[src/rtl/lap_stopwatch.sv]
// Stopwatch with prescaled tick counter and a circular lap memory holding the
// newest MEM_DEPTH laps (split or delta per lap), browsable while stopped.
module lap_stopwatch #(
  parameter int CLOCK_FREQ = 50000000,
  parameter int TICK_HZ    = 10,
  parameter int BIT_DEPTH  = 16,
  parameter int MEM_DEPTH  = 8,
  parameter int ADDR_W     = 3,
  parameter int PRE_W      = 23
) (
  input  logic                 clk,
  input  logic                 reset,
  input  logic                 start_stop,
  input  logic                 lap,
  input  logic                 clear,
  input  logic                 show_next,
  input  logic                 show_prev,
  input  logic                 delta_mode,
  output logic                 running,
  output logic [BIT_DEPTH-1:0] elapsed,
  output logic [BIT_DEPTH-1:0] last_lap,
  output logic [ADDR_W:0]      lap_count,
  output logic [ADDR_W-1:0]    show_idx,
  output logic [BIT_DEPTH-1:0] show_value,
  output logic                 mem_full,
  output logic                 overflow
);
  localparam int                   DIV      = CLOCK_FREQ / TICK_HZ;
  localparam logic [PRE_W-1:0]     PRE_LAST = PRE_W'(DIV - 1);
  localparam logic [BIT_DEPTH-1:0] EL_MAX   = '1;
  localparam logic [ADDR_W:0]      FULL     = (ADDR_W+1)'(MEM_DEPTH);

  typedef enum logic [1:0] {IDLE, RUN, PAUSE} state_t;

  state_t                 state_q, state_d;
  logic [PRE_W-1:0]       pre_q, pre_d;
  logic [BIT_DEPTH-1:0]   elapsed_q, elapsed_d;
  logic [BIT_DEPTH-1:0]   last_lap_q, last_lap_d;
  logic [BIT_DEPTH-1:0]   last_split_q, last_split_d;
  logic [ADDR_W:0]        lap_count_q, lap_count_d;
  logic [ADDR_W-1:0]      show_idx_q, show_idx_d;
  logic [ADDR_W-1:0]      wr_ptr_q, wr_ptr_d;
  logic [ADDR_W-1:0]      oldest_ptr_q, oldest_ptr_d;
  logic                   overflow_q, overflow_d;
  logic [BIT_DEPTH-1:0]   mem_q [MEM_DEPTH];
  logic                   mem_we;
  logic                   tick;
  logic [BIT_DEPTH-1:0]   lap_v;
  logic [ADDR_W-1:0]      rd_addr;

  assign tick  = (state_q == RUN) && (pre_q == PRE_LAST);
  assign lap_v = delta_mode ? (elapsed_q - last_split_q) : elapsed_q;

  always_comb begin
    state_d      = state_q;
    pre_d        = pre_q;
    elapsed_d    = elapsed_q;
    last_lap_d   = last_lap_q;
    last_split_d = last_split_q;
    lap_count_d  = lap_count_q;
    show_idx_d   = show_idx_q;
    wr_ptr_d     = wr_ptr_q;
    oldest_ptr_d = oldest_ptr_q;
    overflow_d   = overflow_q;
    mem_we       = 1'b0;

    // Time base runs regardless of which pulse (if any) wins this cycle.
    if (state_q == RUN) pre_d = tick ? '0 : pre_q + 1'b1;
    if (tick) begin
      if (elapsed_q == EL_MAX) overflow_d = 1'b1;
      else                     elapsed_d  = elapsed_q + 1'b1;
    end

    if (start_stop) begin
      case (state_q)
        RUN: begin
          state_d    = PAUSE;
          show_idx_d = '0;
        end
        IDLE, PAUSE: state_d = RUN;
        default:     state_d = IDLE;
      endcase
    end else if (lap) begin
      if (state_q == RUN) begin
        mem_we       = 1'b1;
        last_lap_d   = lap_v;
        last_split_d = elapsed_q;
        wr_ptr_d     = wr_ptr_q + 1'b1;
        if (lap_count_q != FULL) lap_count_d  = lap_count_q + 1'b1;
        else                     oldest_ptr_d = oldest_ptr_q + 1'b1;
      end
    end else if (clear) begin
      if (state_q != RUN) begin
        state_d      = IDLE;
        pre_d        = '0;
        elapsed_d    = '0;
        last_lap_d   = '0;
        last_split_d = '0;
        lap_count_d  = '0;
        show_idx_d   = '0;
        wr_ptr_d     = '0;
        oldest_ptr_d = '0;
        overflow_d   = 1'b0;
      end
    end else if (show_next) begin
      if (state_q != RUN && lap_count_q != '0)
        show_idx_d = ({1'b0, show_idx_q} == lap_count_q - 1'b1) ? '0 : show_idx_q + 1'b1;
    end else if (show_prev) begin
      if (state_q != RUN && lap_count_q != '0)
        show_idx_d = (show_idx_q == '0) ? ADDR_W'(lap_count_q - 1'b1) : show_idx_q - 1'b1;
    end
  end

  always_ff @(posedge clk) begin
    if (reset) begin
      state_q      <= IDLE;
      pre_q        <= '0;
      elapsed_q    <= '0;
      last_lap_q   <= '0;
      last_split_q <= '0;
      lap_count_q  <= '0;
      show_idx_q   <= '0;
      wr_ptr_q     <= '0;
      oldest_ptr_q <= '0;
      overflow_q   <= 1'b0;
    end else begin
      state_q      <= state_d;
      pre_q        <= pre_d;
      elapsed_q    <= elapsed_d;
      last_lap_q   <= last_lap_d;
      last_split_q <= last_split_d;
      lap_count_q  <= lap_count_d;
      show_idx_q   <= show_idx_d;
      wr_ptr_q     <= wr_ptr_d;
      oldest_ptr_q <= oldest_ptr_d;
      overflow_q   <= overflow_d;
    end
  end

  always_ff @(posedge clk) begin
    if (reset) begin
      for (int i = 0; i < MEM_DEPTH; i++) mem_q[i] <= '0;
    end else if (mem_we) begin
      mem_q[wr_ptr_q] <= lap_v;
    end
  end

  // Browse index is relative to the oldest entry; pointer math wraps at MEM_DEPTH.
  assign rd_addr    = oldest_ptr_q + show_idx_q;
  assign show_value = (lap_count_q == '0) ? '0 : mem_q[rd_addr];

  assign running   = (state_q == RUN);
  assign mem_full  = (lap_count_q == FULL);
  assign elapsed   = elapsed_q;
  assign last_lap  = last_lap_q;
  assign lap_count = lap_count_q;
  assign show_idx  = show_idx_q;
  assign overflow  = overflow_q;
endmodule

[config.mk]
export PLATFORM = sky130hd
export DESIGN_NAME = lap_stopwatch
export DESIGN_NICKNAME = d
export VERILOG_FILES = /design/src/rtl/lap_stopwatch.sv
export SDC_FILE = /design/constraint.sdc
export NUM_CORES = 1
export LEC_CHECK = 0
export ABC_AREA = 1
export CAP_MARGIN = 15
export CORE_MARGIN = 5
export CORE_UTILIZATION = 40
export CTS_CLUSTER_DIAMETER = 30
export DETAILED_ROUTE_END_ITERATION = 8
export PLACE_DENSITY = 0.65
export SLEW_MARGIN = 20
export SYNTH_ARGS = -nofsm -noshare
export SYNTH_HDL_FRONTEND = slang
export SYNTH_SLANG_ARGS = --single-unit
[constraint.sdc]
create_clock -name clk -period 2.1 [get_ports clk]
set_clock_uncertainty 0.05 [all_clocks]
set_input_delay 0.315 -clock clk [delete_from_list [all_inputs] [get_ports clk]]
set_output_delay 0.315 -clock clk [all_outputs]
set_load 0.005 [all_outputs]
* Word level (Yosys, flattened, before mapping) *
Memory sizes are Yosys's and may differ from the RTL's.
Cells that the tools add are included.

cells by class
  equal/unequal tests = 14
  bitwise gates (word level) = 1
  muxes and demuxes = 64
  add/subtract/negate cells = 10
  reductions and logical operators = 19

operators with widths
  operator                                                         count
  16-bit two-way mux                                               15
  23-bit two-way mux                                               6
  3-bit two-way mux                                                18
  23-bit by 1-bit adder with 23-bit output, second input constant  1
  23-bit == test, second input constant                            1
  4-bit two-way mux                                                5
  16-bit by 1-bit adder with 16-bit output, second input constant  1
  16-bit == test, second input constant                            1
  16-bit OR reduction                                              1
  16-bit subtractor                                                1
  1-bit two-way mux                                                15
  5-bit AND reduction                                              3
  3-bit by 1-bit adder with 3-bit output, second input constant    3
  2-bit two-way mux                                                4
  2-bit by 1-bit != test with 1-bit output, second input constant  4
  2-bit nonzero test                                               4
  4-bit nonzero test                                               2
  4-bit by 1-bit adder with 4-bit output, second input constant    1
  3-bit by 4-bit == test with 1-bit output                         1
  4-bit == test, second input constant                             1
  4-bit zero test                                                  1
  2-bit != test, second input constant                             2
  4-bit != test, second input constant                             1
  2-bit one-hot mux with 2 select lines                            1
  other kinds (14)                                                 15

storage, ports and cells
  memories kept = 1
  input port bits = 8
  output and inout port bits = 58
  bits in registers = 87
  bits in writable memories = 128

memory list
  memory  words  width  rd ports  clocked after Yosys merged registers in  wr ports  RTL line  text
  mem_q   8      16     1         0                                        8         45        logic [BIT_DEPTH-1:0] mem_q [MEM_DEPTH];

* Longest topological paths before layout *
  depth in word-level cells = 9
  gate-level depth with buffers = 15
  gate-level depth less buffers = 15

* Least setup slack after synthesis *
Ideal clock, no wire load.

  path type = reg2out
  from = reg show_idx_q[0] (netlist: show_idx[0])
  to = out show_value[0]
  arrival = 1.843 ns
  slack = -0.108 ns
  data required time = 1.735 ns
  stages on the path, launching flop included = 9
  cells stage by stage = dfxtp_1 ha_1 fa_1 inv_1 clkbuf_1 o21ai_0 o221ai_1 o21ai_0 nor2_1

on the way
  word-level cells in the longest chain between the ends = 3

ends and longest elaborated chain
  what                    RTL line  text
  from (decl)             41        logic [ADDR_W-1:0] show_idx_q, show_idx_d;
  from (signal assigned)  133       show_idx_q <= show_idx_d;
  3-bit adder             149       assign rd_addr = oldest_ptr_q + show_idx_q;
  memory read 8 x 16 bit  --
  16-bit two-way mux      150       assign show_value = (lap_count_q == '0) ? '0 : mem_q[rd_addr];
  to (decl)               24        output logic [BIT_DEPTH-1:0] show_value,

No other way between the ends.

* Worst setup path after layout *
  from = reg show_idx_q[0] (netlist: show_idx[0])
  to = out show_value[4]

The elaborated chain is that of the path after synthesis.

==> out/metrics.csv <==
stage;metric;value;unit
outcome;status;finished, violations left;
outcome;violations;negative setup slack;
setup_path;critPathMaxStageDelay;550;ps
setup_path;cp-startpoint;show_idx[0];
floorplan;placementRows;61;
routing;wl;32520;um
global_route;grt_max_degree;39;
final_layout;layout_common_cells;nor2_1 (269), nand2_1 (219), edfxtp_1 (128), inv_1 (112), buf_4 (97);
clock_tree;clk_pin_slew;40;ps
setup_path;critPathSlowestCell;fa_2;
clock_tree;cts_buffers;47;
power;leakage;6.122;nW
floorplan;start_util;0.4023;
yosys;syn_inst;1356;
placed_design;post-place-ws;-735.6;ps
placed_design;dp_hpwl;21940;um
routing;drtIter0Drc;1021;
clock_tree;cts.sinks;215;
clock_tree;cts_tree;done;
final_layout;layout.cells.non_filler;1974;
setup_path;worstRegToRegCells;11;
timing;finalSetupViolations;16;
yosys;ys.flop_type;edfxtp_1;
yosys;synth-async-reset-ratio;0;
timing;hold_viol_final;0;
floorplan;core-area;27630;sq um
final_layout;final_common_cell;nor2_1;
routing;routed_via_density;5.203;
yosys;synth-edff-count;128;
power;power_per_cell_area;845.0;nW/um^2
routing;ant_nets;0;
final_layout;multi_input_area;5273;sq um
hold_path;hold_class;input port to flop;
floorplan;die_h;176.7;um
setup_path;path_max_fanout;8;
timing;holdWs;392.7;ps
global_route;antenna_found_initial;0;
routing;via_count;10271;
routing;drc;0;
setup_path;cp-endpoint;show_value[4];
setup_path;reg2reg_to;mem_q[3][6];
final_layout;nets;1598;
yosys;synth_area;11120;sq um
clock_tree;clock-root-buffer;clkbuf_16;
clock_tree;clk_path_buf_depth;3;
timing;slew_headroom;0.6686;
setup_path;required;1740;ps
routing;first_pass_iters;5;
power;total_power;13.13;mW
yosys;synth_nets;1394;
yosys;synth_cell_type_count;52;
yosys;yosys_warnings;0;
final_layout;fillerInstances;2443;
timing;worst_pin_slew;493.4;ps
final_layout;regArea;5590;sq um
global_route;grt_usage;0.2030;
global_route;grt_pass1_wl;51840;um
clock_tree;clkLatencyLatePin;530;ps
setup_path;arrival;2580;ps
power;peakVddDrop;592.4;uV
floorplan;die_w;176.7;um
placed_design;port_buffers;65;
floorplan;ios;66;
placed_design;dp_cells;1870;
timing;finalCritPeriodShare;1.400;
setup_path;cp-end-kind;output pin;
yosys;ys_ff_latch;215;
final_layout;syn2layout_area_growth;39.78;%
setup_path;ff2ff_setup_slack;50;ps
timing;max_clock_freq;340.0;MHz
final_layout;drive_above_1_share;0.2350;
routing;wl_per_cell;16.47;um
timing;layout_min_cycle_time;2941;ps
timing;slew_viol_final;0;
global_route;grt_pass1_vias;10059;
timing;rsz0062_at_grt;yes;
setup_path;path_class;flop to output pin;
yosys;ys_seq_area_frac;0.5025;
timing;worst_slack;-840.9;ps
placed_design;gp_congestion;0.9329;
global_route;grt.overflow.total;0;
setup_path;crit_chain;ha_4 -> fa_2 -> buf_12 -> clkinv_8 -> buf_8 -> buf_6 -> o21ai_2 -> o22ai_2 -> o21ai_1 -> nor2_1 -> buf_2;
floorplan;die_area;31220;sq um
yosys;syn_area_per_cell;8.197;sq um
setup_path;cp-start-kind;flop;
clock_tree;hold_buffers;0;
final_layout;n_antenna_cell;0;
run;drv_cap;0;
setup_path;r2r_start;elapsed[0];
timing;fin_tns_setup;-12110;ps
clock_tree;htreeDepth;2;
cell families after synthesis:
group,Yosys count,share of synthesized area
AOI/OAI and AO/OA,250,0.1252
xor gates and xnor gates,30,0.02499
adders and majority gates,30,0.03512
buffers and inverters,189,0.06821
DFF,215,0.5025
and+or+nand+nor,642,0.2440
cell usage after synthesis (3+ instances only):
cell      count  area share
nor2_1      274       0.093
nand2_1     232       0.078
edfxtp_1    128        0.35
inv_1       115       0.039
o21ai_0      99       0.045
dfxtp_1      87        0.16
a21oi_1      86       0.039
nand3_1      60       0.027
nor3_1       29       0.013
ha_1         28       0.032
clkbuf_1     27      0.0091
xor2_1       22       0.017
buf_2        20      0.0090
o221ai_1     16       0.013
o22ai_1      16      0.0090
nand4_1      14      0.0079
o21ai_1      14      0.0063
clkinv_1     11      0.0037
inv_2        10      0.0034
nand2_2       7      0.0039
xnor2_1       6      0.0047
nor3_2        5      0.0045
nor4_1        5      0.0028
nor2_2        4      0.0023
o211ai_1      4      0.0027
a211oi_1      3      0.0020
cell type report:
| type | count | share of cell area |
|---|---|---|
| repair buffers | 207 | 0.1337 |
| well taps | 378 | 0.03044 |
| clock inverters | 29 | 0.02166 |
| clock buffers | 56 | 0.08117 |
| flip-flops and latches | 215 | 0.3598 |
| multi-input cells | 953 | 0.3393 |
| inverters | 136 | 0.03390 |
critical path: cells and delay by family (launching register included):
family | cells | cell delay [ps]
flops | 1 | 330
buf+inv | 5 | 620
simple gates | 1 | 70
compound gates | 3 | 310
fa+ha+maj | 2 | 700
where the power goes:
part           internal, mW  switching (mW)  leakage (nW)
clock                  4.89            2.36         0.749
sequential             4.58          0.0469          2.03
combinational         0.549           0.701          3.35
flip-flops by register name, indices dropped and copies added (netlist names):
register / flops
last_split_q: 16
show_idx: 3
overflow: 1
oldest_ptr_q: 3
wr_ptr_q: 3
state_q: 2
pre_q: 23
last_lap: 16
lap_count: 4
mem_q: 128
elapsed: 16
metrics by stage:
step / utilization / instance area [sq um]
after global placement: 0.4788 / 13230
final: 0.5624 / 15540
after CTS: 0.5439 / 15030
after detailed placement: 0.4788 / 13230
after floorplan: - / 11140
after global routing: 0.5624 / 15540
repair_timing:
item | CTS | global route
endpoints found under the hold margin | 0 | 0
gates resized for setup | 108 | 122
cloned | 3 | 2
pin swaps | 28 | 53
setup endpoints to repair | 53 | 135
setup buffers | 8 | 7
worst min-delay path by stage:
stage	to	slack, ps	startpoint	cells past startpoint
finish	state_q[0]	390	start_stop	3
global route	state_q[0]	380	start_stop	3
CTS	state_q[0]	370	start_stop	3
detailed placement	last_split_q[7]	410	last_split_q[7]	2
global placement	last_split_q[10]	400	last_split_q[10]	2
floorplan	pre_q[5]	390	pre_q[5]	1
layer usage:
layer / global-route usage / part of all wire / up-vias
li1: - / - / 4981
met1: 0.2768 / 0.43 / 4814
met2: 0.3310 / 0.48 / 400
met3: 0.03952 / 0.073 / 76
met4: 0.05803 / 0.024 / 0
met5: 0 / 0 / -
(Power assumes the default switching activity.)
